$ cat src/rtl/pipe_pkg.sv
// Shared encodings and constants for the 8-bit pipeline writeback path.
package pipe_pkg;

  typedef enum logic [1:0] {
    SP_OP_NONE = 2'b00,
    SP_OP_PUSH = 2'b01,
    SP_OP_POP  = 2'b10,
    SP_OP_RSVD = 2'b11
  } sp_op_e;

  typedef enum logic [1:0] {
    WEN_NONE = 2'b00,
    WEN_GPR  = 2'b01,
    WEN_SP   = 2'b10,
    WEN_BOTH = 2'b11
  } wen_e;

  localparam logic [1:0] SP_ADDR  = 2'd3;
  localparam logic [7:0] SP_RESET = 8'h03;
  localparam int         CNT_W    = 16;

endpackage

$ cat src/rtl/sp_tracker.sv
// Shadow stack pointer: computes the post-PUSH/POP SP and commits it alongside the register file.
module sp_tracker #(
  parameter logic [1:0] SP_ADDR  = pipe_pkg::SP_ADDR,
  parameter logic [7:0] SP_RESET = pipe_pkg::SP_RESET
) (
  input  logic                 clk,
  input  logic                 reset,
  input  logic                 wb_valid,
  input  pipe_pkg::sp_op_e     sp_op,
  input  logic                 gpr_wr,
  input  logic [1:0]           gpr_dest,
  input  logic [7:0]           gpr_data,
  output logic                 sp_wr,
  output logic [7:0]           sp_next,
  output logic [7:0]           sp_shadow
);
  import pipe_pkg::*;

  logic [7:0] sp_calc;

  always_comb begin
    sp_wr   = 1'b0;
    sp_calc = sp_shadow;
    if (wb_valid && !reset) begin
      unique case (sp_op)
        SP_OP_PUSH: begin
          sp_wr   = 1'b1;
          sp_calc = sp_shadow - 8'd1;
        end
        SP_OP_POP: begin
          sp_wr   = 1'b1;
          sp_calc = sp_shadow + 8'd1;
        end
        default: ;
      endcase
    end
  end

  assign sp_next = reset ? SP_RESET : sp_calc;

  // A stack op beats an explicit R3 write in the same cycle, matching the register file.
  always_ff @(posedge clk) begin
    if (reset)
      sp_shadow <= SP_RESET;
    else if (sp_wr)
      sp_shadow <= sp_calc;
    else if (gpr_wr && gpr_dest == SP_ADDR)
      sp_shadow <= gpr_data;
  end

endmodule

$ cat src/rtl/regfile_wb_unit.sv
// Writeback stage: WB pipeline register, writeback mux, register-file write port and EX bypass.
module regfile_wb_unit #(
  parameter logic [1:0] SP_ADDR  = pipe_pkg::SP_ADDR,
  parameter logic [7:0] SP_RESET = pipe_pkg::SP_RESET,
  parameter int         CNT_W    = pipe_pkg::CNT_W
) (
  input  logic             clk,
  input  logic             reset,
  input  logic             mem_valid,
  input  logic             mem_flush,
  input  logic             mem_reg_wr,
  input  logic [1:0]       mem_dest,
  input  logic             mem_from_load,
  input  logic [7:0]       mem_alu_result,
  input  logic [7:0]       mem_load_data,
  input  logic [1:0]       mem_sp_op,
  output logic [1:0]       reg_file_wen,
  output logic [1:0]       dest_addr,
  output logic [7:0]       data_in1,
  output logic [7:0]       data_in2,
  output logic             fwd_valid,
  output logic [1:0]       fwd_addr,
  output logic [7:0]       fwd_data,
  output logic             fwd_sp_valid,
  output logic [7:0]       fwd_sp_data,
  output logic [7:0]       sp_shadow,
  output logic [CNT_W-1:0] retire_cnt
);
  import pipe_pkg::*;

  logic       wb_valid;
  logic       wb_reg_wr;
  logic [1:0] wb_dest;
  logic       wb_from_load;
  logic [7:0] wb_alu_result;
  logic [7:0] wb_load_data;
  sp_op_e     wb_sp_op;

  logic       gpr_wen;
  logic       sp_wen;

  always_ff @(posedge clk) begin
    if (reset) begin
      wb_valid      <= 1'b0;
      wb_reg_wr     <= 1'b0;
      wb_dest       <= '0;
      wb_from_load  <= 1'b0;
      wb_alu_result <= '0;
      wb_load_data  <= '0;
      wb_sp_op      <= SP_OP_NONE;
    end else begin
      wb_valid      <= mem_valid & ~mem_flush;
      wb_reg_wr     <= mem_reg_wr;
      wb_dest       <= mem_dest;
      wb_from_load  <= mem_from_load;
      wb_alu_result <= mem_alu_result;
      wb_load_data  <= mem_load_data;
      wb_sp_op      <= sp_op_e'(mem_sp_op);
    end
  end

  // Outputs are masked while reset is high so an instruction already in WB cannot write.
  assign gpr_wen   = wb_valid & wb_reg_wr & ~reset;
  assign dest_addr = reset ? 2'd0 : wb_dest;
  assign data_in1  = reset ? 8'd0 : (wb_from_load ? wb_load_data : wb_alu_result);

  sp_tracker #(
    .SP_ADDR  (SP_ADDR),
    .SP_RESET (SP_RESET)
  ) u_sp_tracker (
    .clk       (clk),
    .reset     (reset),
    .wb_valid  (wb_valid),
    .sp_op     (wb_sp_op),
    .gpr_wr    (gpr_wen),
    .gpr_dest  (wb_dest),
    .gpr_data  (data_in1),
    .sp_wr     (sp_wen),
    .sp_next   (data_in2),
    .sp_shadow (sp_shadow)
  );

  assign reg_file_wen = {sp_wen, gpr_wen};
  assign fwd_valid    = gpr_wen;
  assign fwd_addr     = dest_addr;
  assign fwd_data     = data_in1;
  assign fwd_sp_valid = sp_wen;
  assign fwd_sp_data  = data_in2;

  always_ff @(posedge clk) begin
    if (reset)
      retire_cnt <= '0;
    else if (wb_valid && retire_cnt != {CNT_W{1'b1}})
      retire_cnt <= retire_cnt + 1'b1;
  end

endmodule

$ cat config.mk
export PLATFORM = sky130hd
export DESIGN_NAME = regfile_wb_unit
export DESIGN_NICKNAME = d
export VERILOG_FILES = /design/src/rtl/pipe_pkg.sv /design/src/rtl/sp_tracker.sv /design/src/rtl/regfile_wb_unit.sv
export SDC_FILE = /design/constraint.sdc
export NUM_CORES = 1
export LEC_CHECK = 0
export ABC_CLOCK_PERIOD_IN_PS = 3200
export BUFFER_PORTS_ARGS = -buffer_cell sky130_fd_sc_hd__buf_2
export CORE_MARGIN = 1.5
export CORE_UTILIZATION = 35
export CTS_CLUSTER_SIZE = 30
export DETAILED_ROUTE_END_ITERATION = 10
export GPL_TIMING_DRIVEN = 0
export PLACE_DENSITY = 0.62
export SLEW_MARGIN = 20
export SYNTH_ARGS = -nofsm -noshare
export SYNTH_HDL_FRONTEND = slang
export SYNTH_HIERARCHICAL = 1
export SYNTH_SLANG_ARGS = --single-unit
$ cat constraint.sdc
create_clock -name clk -period 3.2 [get_ports clk]
set_clock_uncertainty 0.1 [all_clocks]
set_input_delay 0.64 -clock clk [delete_from_list [all_inputs] [get_ports clk]]
set_output_delay 0.64 -clock clk [all_outputs]
set_load 0.02 [all_outputs]
Word level (Yosys, flattened, before mapping)
Cells that the tools add are included.
{"block": "totals", "regBits": 47, "latch_bits": 0, "ram_bits": 0, "mem_bits_ro": 0, "in_bits": 26, "out_inout_bits": 64, "word_cells": 37, "mem_count": 0}
{"block": "classes", "addsub": 3, "multipliers": 0, "div": 0, "magnitude_cmp": 0, "eq_ne": 4, "shifts": 0, "n_mux": 10, "n_bitwise": 5, "n_reduce_logical": 6}
{"op": "$mux 8", "n": 6}
{"op": "$add 16x1->16 const B", "n": 1}
{"op": "$ne 16x16->1 const B", "n": 1}
{"op": "$pmux 8 s2", "n": 1}
{"op": "$add 8x1->8 const B", "n": 1}
{"op": "$sub 8x1->8 const B", "n": 1}
{"op": "$eq 2x2->1 const B", "n": 2}
{"op": "$and 1x1->1", "n": 3}
{"op": "$logic_and 1x1->1", "n": 3}
{"op": "$eq 2x1->1 const B", "n": 1}
{"op": "$mux 1", "n": 2}
{"op": "$mux 2", "n": 1}
{"op": "$not 1->1", "n": 2}
{"op": "$reduce_bool 2->1", "n": 1}
{"op": "$reduce_or 2->1", "n": 1}
{"op": "$logic_not 1->1", "n": 1}

Longest topological paths before layout
{"block": "depth", "word_depth": 5, "depth_mapped": 12, "depth_no_buf": 9}

Hierarchy
Netlist, hierarchy kept.
{"module": "regfile_wb_unit", "instances": 1, "cells_per_inst": 180, "area_per_inst_um2": 1717.9, "seq_area_each_um2": 780.7}
{"module": "sp_tracker", "instances": 1, "cells_per_inst": 112, "area_per_inst_um2": 893.4, "seq_area_each_um2": 160.2}

Worst setup path after synthesis
OpenSTA, ideal clock, no wires.
{"block": "synth_path", "kind": "flip-flop to output port", "from": "reg wb_sp_op[0]", "to": "out fwd_sp_data[5]", "t_arrival_ns": 2.621, "required_ns": 2.460, "slack_ns": -0.161, "path_stages_with_launch": 12, "path_buffers": 2, "path_cell_list": "dfxtp_1 inv_1 ha_1 clkbuf_1 inv_1 ha_1 o21ai_0 o21bai_1 a21oi_1 xor2_1 o21ai_0 buf_4"}
{"block": "synth_between", "elab_chain_cells": 4, "word_cells_on_any_way": 5, "cone_classes": "eq/ne: 2; mux: 3"}
{"element": "start, declared", "line": "regfile_wb_unit.sv:37", "source": "sp_op_e wb_sp_op;"}
{"element": "start signal, assigned", "line": "regfile_wb_unit.sv:58", "source": "wb_sp_op <= sp_op_e'(mem_sp_op);"}
{"element": "$eq 2x2->1 or $eq 2x1->1 (tied branches)", "line": "sp_tracker.sv:25", "source": "unique case (sp_op)"}
{"element": "$pmux 8 s2 *", "line": "sp_tracker.sv:25"}
{"element": "$mux 8 *", "line": "sp_tracker.sv:24", "source": "if (wb_valid && !reset) begin"}
{"element": "$mux 8 *", "line": "sp_tracker.sv:39", "source": "assign sp_next = reset ? SP_RESET : sp_calc;"}
{"element": "end, declared", "line": "regfile_wb_unit.sv:25", "source": "output logic [7:0] fwd_sp_data,"}
Mark *: on every way between the ends. The rest lies on a longest branch, timed or not.

Worst setup path after layout
{"block": "layout_path", "from": "reg wb_sp_op[0]", "to": "out fwd_sp_data[6]"}
Same word-level chain as after synthesis.

==> load_flow_metrics.sql <==
INSERT INTO impl_metrics (metric_group, metric, value, unit) VALUES
('outcome', 'outcome', 'complete, but fails checks', ''),
('outcome', 'failing_checks', 'setup timing', ''),
('timing', 'fmax', '312', 'MHz'),
('clock_network', 'cts_inserted_buffers', '5', ''),
('synth', 'synth.lib_cells_used.distinct', '55', ''),
('grt', 'grt_max_degree', '18', ''),
('clock_network', 'numClockSinks', '47', ''),
('synth', 'synth.net_count', '328', ''),
('synth', 'synth_enable_flop_cells', '0', ''),
('floorplan', 'die_y', '89.4', 'µm'),
('clock_network', 'cts-root-to-sink-buffers', '2', ''),
('critical_path', 'crit_fanout', '10', ''),
('grt', 'gr_util_met3', '2.68', '%'),
('finish', 'nFillCells', '733', ''),
('clock_network', 'root_buffer', 'clkbuf_8', ''),
('timing', 'setup_viol_count_final', '1', ''),
('floorplan', 'die-area', '7990', 'µm²'),
('power_and_ir_drop', 'static-leakage-power', '1.55', 'nW'),
('critical_path', 'worstSetupEndpointType', 'output port', ''),
('critical_path', 'cp_launch_type', 'flip-flop', ''),
('detailed_routing', 'final_antenna_net_count', '0', ''),
('job', 'max_cap_violations', '0', ''),
('floorplan', 'initial_util', '36.0', '%'),
('detailed_routing', 'dr.pass1.iters', '4', ''),
('clock_network', 'clkSlewWorstSetupHoldPaths', '90', 'ps'),
('critical_path', 'slowest_delay', '360', 'ps'),
('critical_path', 'kind_of_critical_path', 'flip-flop to output port', ''),
('grt', 'grt_util_met2', '25.7', '%'),
('placement', 'place.detailed.instances', '480', ''),
('grt', 'global_route.peak_usage_layer', 'met2', ''),
('synth', 'syn-mean-instance-area', '8.94', 'µm²'),
('power_and_ir_drop', 'power-per-cell-area', '351', 'nW/µm²'),
('detailed_routing', 'vias', '2432', ''),
('finish', 'insertedDiodeCount', '0', ''),
('floorplan', 'placeableCoreArea', '7250', 'µm²'),
('finish', 'areaGrowthSynthToFinish', '34.6', '%'),
('detailed_routing', 'vias_per_cell', '4.88', ''),
('synth', 'yosys_warnings', '6', ''),
('floorplan', 'fp-row-count', '31', ''),
('detailed_routing', 'wl_per_cell', '13.4', 'µm'),
('critical_path', 'worst_ep_arrival_time', '2470', 'ps'),
('critical_path', 'standard_cell_with_the_maximum_stage_delay_on_the_critical_path', 'fa_2', ''),
('placement', 'placed_cell_area', '3190', 'µm²'),
('grt', 'gr-usage-all-layers', '16.6', '%'),
('synth', 'netlist_area_pre_place', '2610', 'µm²'),
('worst_hold_path', 'hold_path_class', 'input port to flip-flop', ''),
('detailed_routing', 'post-route-drc-count', '0', ''),
('synth', 'ys_seq_area_share', '36.0', '%'),
('grt', 'gr-total-overflow', '0', ''),
('timing', 'max_slew_margin', '58.6', '%'),
('finish', 'post_route_cells_drive_above_1_share', '41.4', '%'),
('finish', 'finish.net_count', '434', ''),
('timing', 'min_period', '3210', 'ps'),
('detailed_routing', 'totalWireLength', '6.67', 'mm'),
('timing', 'postLayoutSetupSlackWorst', '-7.42', 'ps'),
('timing', 'unrepaired_setup_endpoints_after_global_routing', 'yes', ''),
('timing', 'final_hold_viol_count', '0', ''),
('placement', 'hpwl', '4.79', 'mm'),
('synth', 'synthesis.instances', '292', ''),
('synth', 'postSynth.asyncResetShare', '0', '%'),
('clock_network', 'clk-insertion-delay-late', '300', 'ps'),
('detailed_routing', 'dr.first_iter.drc_count', '65', ''),
('synth', 'yosys_register_bits', '47', ''),
('grt', 'grtUsageMet1', '23.0', '%'),
('grt', 'initial_antenna_violation_count', '0', ''),
('placement', 'port_buffers', '89', ''),
('clock_network', 'cts_tree', 'yes', ''),
('clock_network', 'cts_max_level', '2', ''),
('critical_path', 'cp_cell_sequence', 'inv_2 > ha_4 > inv_6 > fa_2 > a21o_1 > a21oi_4 > o211a_1 > o31ai_2 > buf_4 > a21oi_4 > buf_6 > buf_6', ''),
('finish', 'layoutNonFillerInstCount', '498', ''),
('power_and_ir_drop', 'peakVddDrop', '0.000155', 'V'),
('critical_path', 'critical_path_required', '2460', 'ps'),
('synth', 'dominantRegCellSynth', 'dfxtp_1', ''),
('grt', 'wire_length_of_the_first_global_routing_pass', '10.2', 'mm'),
('finish', 'final_area', '3520', 'µm²'),
('placement', 'gp_routability_congestion', '0.832', ''),
('grt', 'first_global_vias', '2131', ''),
('timing', 'tightest_slew', '613', 'ps'),
('timing', 'timing.final.crit_share', '100', '%'),
('floorplan', 'die_x', '89.4', 'µm'),
('placement', 'place_ws', '-343', 'ps'),
('floorplan', 'ios', '90', ''),
('timing', 'maxSlewViolCount', '0', '');
-- report_power, final --
part	leakage [nW]	total, mW	internal [mW]	switching (mW)
Combinational	1.12	0.232	0.111	0.122
Clock	0.0467	0.387	0.162	0.225
Sequential	0.386	0.613	0.603	0.0103
Total	1.55	1.23	0.876	0.357
-- logic make-up after synthesis --
kind of cell             after synthesis  share of synthesized area, %
XOR/XNOR                               5                          1.68
AND/OR/NAND/NOR                      112                          25.2
flip-flops                            47                          36.0
buffers and inverters                 39                          9.01
adder cells (fa/ha/maj)               10                          5.08
multiplexers                          17                          6.76
AO/OA/AOI/OAI                         62                          16.3
-- final timing paths --
path	startpoint	end	slack, ps	depth (start not counted)
setup / recovery	wb_sp_op[0]	fwd_sp_data[6]	-7	12
hold / removal	mem_flush	wb_valid	390	2
setup reg to reg	wb_sp_op[0]	u_sp_tracker/sp_shadow[7]	810	11
hold reg to reg	retire_cnt[11]	retire_cnt[11]	420	1
-- routing by layer --
layer | wire (µm) | up-vias
li1 | - | 1240
met1 | 3140 | 1127
met2 | 3170 | 58
met3 | 263 | 7
met4 | 97 | 0
met5 | 0 | -
-- synthesized netlist by cell type, types with 2 or more instances --
library cell,instances,area [µm²]
nor3b_1,2,15.0
nor2_1,20,75.1
o311ai_0,3,26.3
xnor2_1,3,26.3
o21bai_1,2,15.0
nor3_1,4,20.0
mux2i_1,12,120
nor2b_1,26,163
nand2b_1,3,18.8
a31oi_1,2,12.5
nor4_1,5,31.3
clkbuf_1,9,33.8
o211a_1,2,20.0
ha_1,9,113
nand3_1,8,40.0
xor2_1,2,17.5
a21oi_1,22,110
nor3_2,2,20.0
inv_1,5,18.8
and3_1,3,18.8
o41ai_1,2,17.5
nand4_1,2,12.5
o31ai_1,4,30.0
buf_4,20,150
or3_1,5,31.3
o21ai_0,10,50.1
dfxtp_1,47,941
mux2_2,5,56.3
buf_2,2,10.0
a21o_1,3,22.5
or4_1,3,22.5
nand2_1,19,71.3
o211ai_1,3,22.5
a211o_1,2,17.5
-- sequential cells by signal, indices dropped and copies added (netlist names) --
name / cells
wb_from_load: 1
wb_dest: 2
wb_alu_result: 8
retire_cnt: 16
wb_load_data: 8
u_sp_tracker/sp_shadow: 8
wb_valid: 1
wb_reg_wr: 1
wb_sp_op: 2
-- per-stage QoR --
step	TNS [ps]	power (mW)	utilization, %	hold slack [ps]
after floorplan	0	0.752	-	475
after global placement	-1100	0.806	44.0	400
after detailed placement	-1460	0.809	44.0	412
after CTS	-6.87	1.22	46.4	370
after global routing	-557	1.30	48.5	381
final	-7.42	1.23	48.5	391
-- layout by cell type, fill, tap and decap left out, types with 3 or more instances in the layout --
cell	count
inv_1	3
buf_4	29
buf_6	7
and3_1	3
mux2i_1	12
a21o_1	3
a21oi_1	19
o31ai_1	3
o21ai_1	3
ha_4	3
o21ai_0	6
mux2_2	5
clkbuf_1	8
ha_1	6
nor2_1	20
dfxtp_1	45
nor3_1	3
o211ai_1	3
o311ai_0	3
nand2b_1	3
nand2_1	19
xnor2_1	3
nand3_1	7
clkbuf_8	5
nor2b_1	26
or3_1	5
nor4_1	5
or4_1	3
buf_2	88
-- worst max-delay path: cells and delay by family, from the launching register on --
kind                     cells  cell delay (ps)
adder cells (fa/ha/maj)      2              510
flip-flops                   1              330
AO/OA/AOI/OAI                5              820
buffers and inverters        5              480
-- area by class of cell --
class                   instances  area [µm²]  share of cell area, %
clock inverters                 3        27.5                  0.783
well taps                      99         124                   3.52
flip-flops and latches         47         943                   26.8
plain buffers                  32         216                   6.16
inverters                       6        30.0                  0.854
repair buffers                100         551                   15.7
clock buffers                   5        68.8                   1.96
multi-input cells             206        1560                   44.2
-- what timing repair did --
action | in CTS | in global routing
resized for setup | 14 | 25
pin swaps | 7 | 9
buffers inserted | 5 | 6
setup endpoints to repair | 12 | 8
hold buffers | 0 | 0
Power figures use the tool's default switching activity.
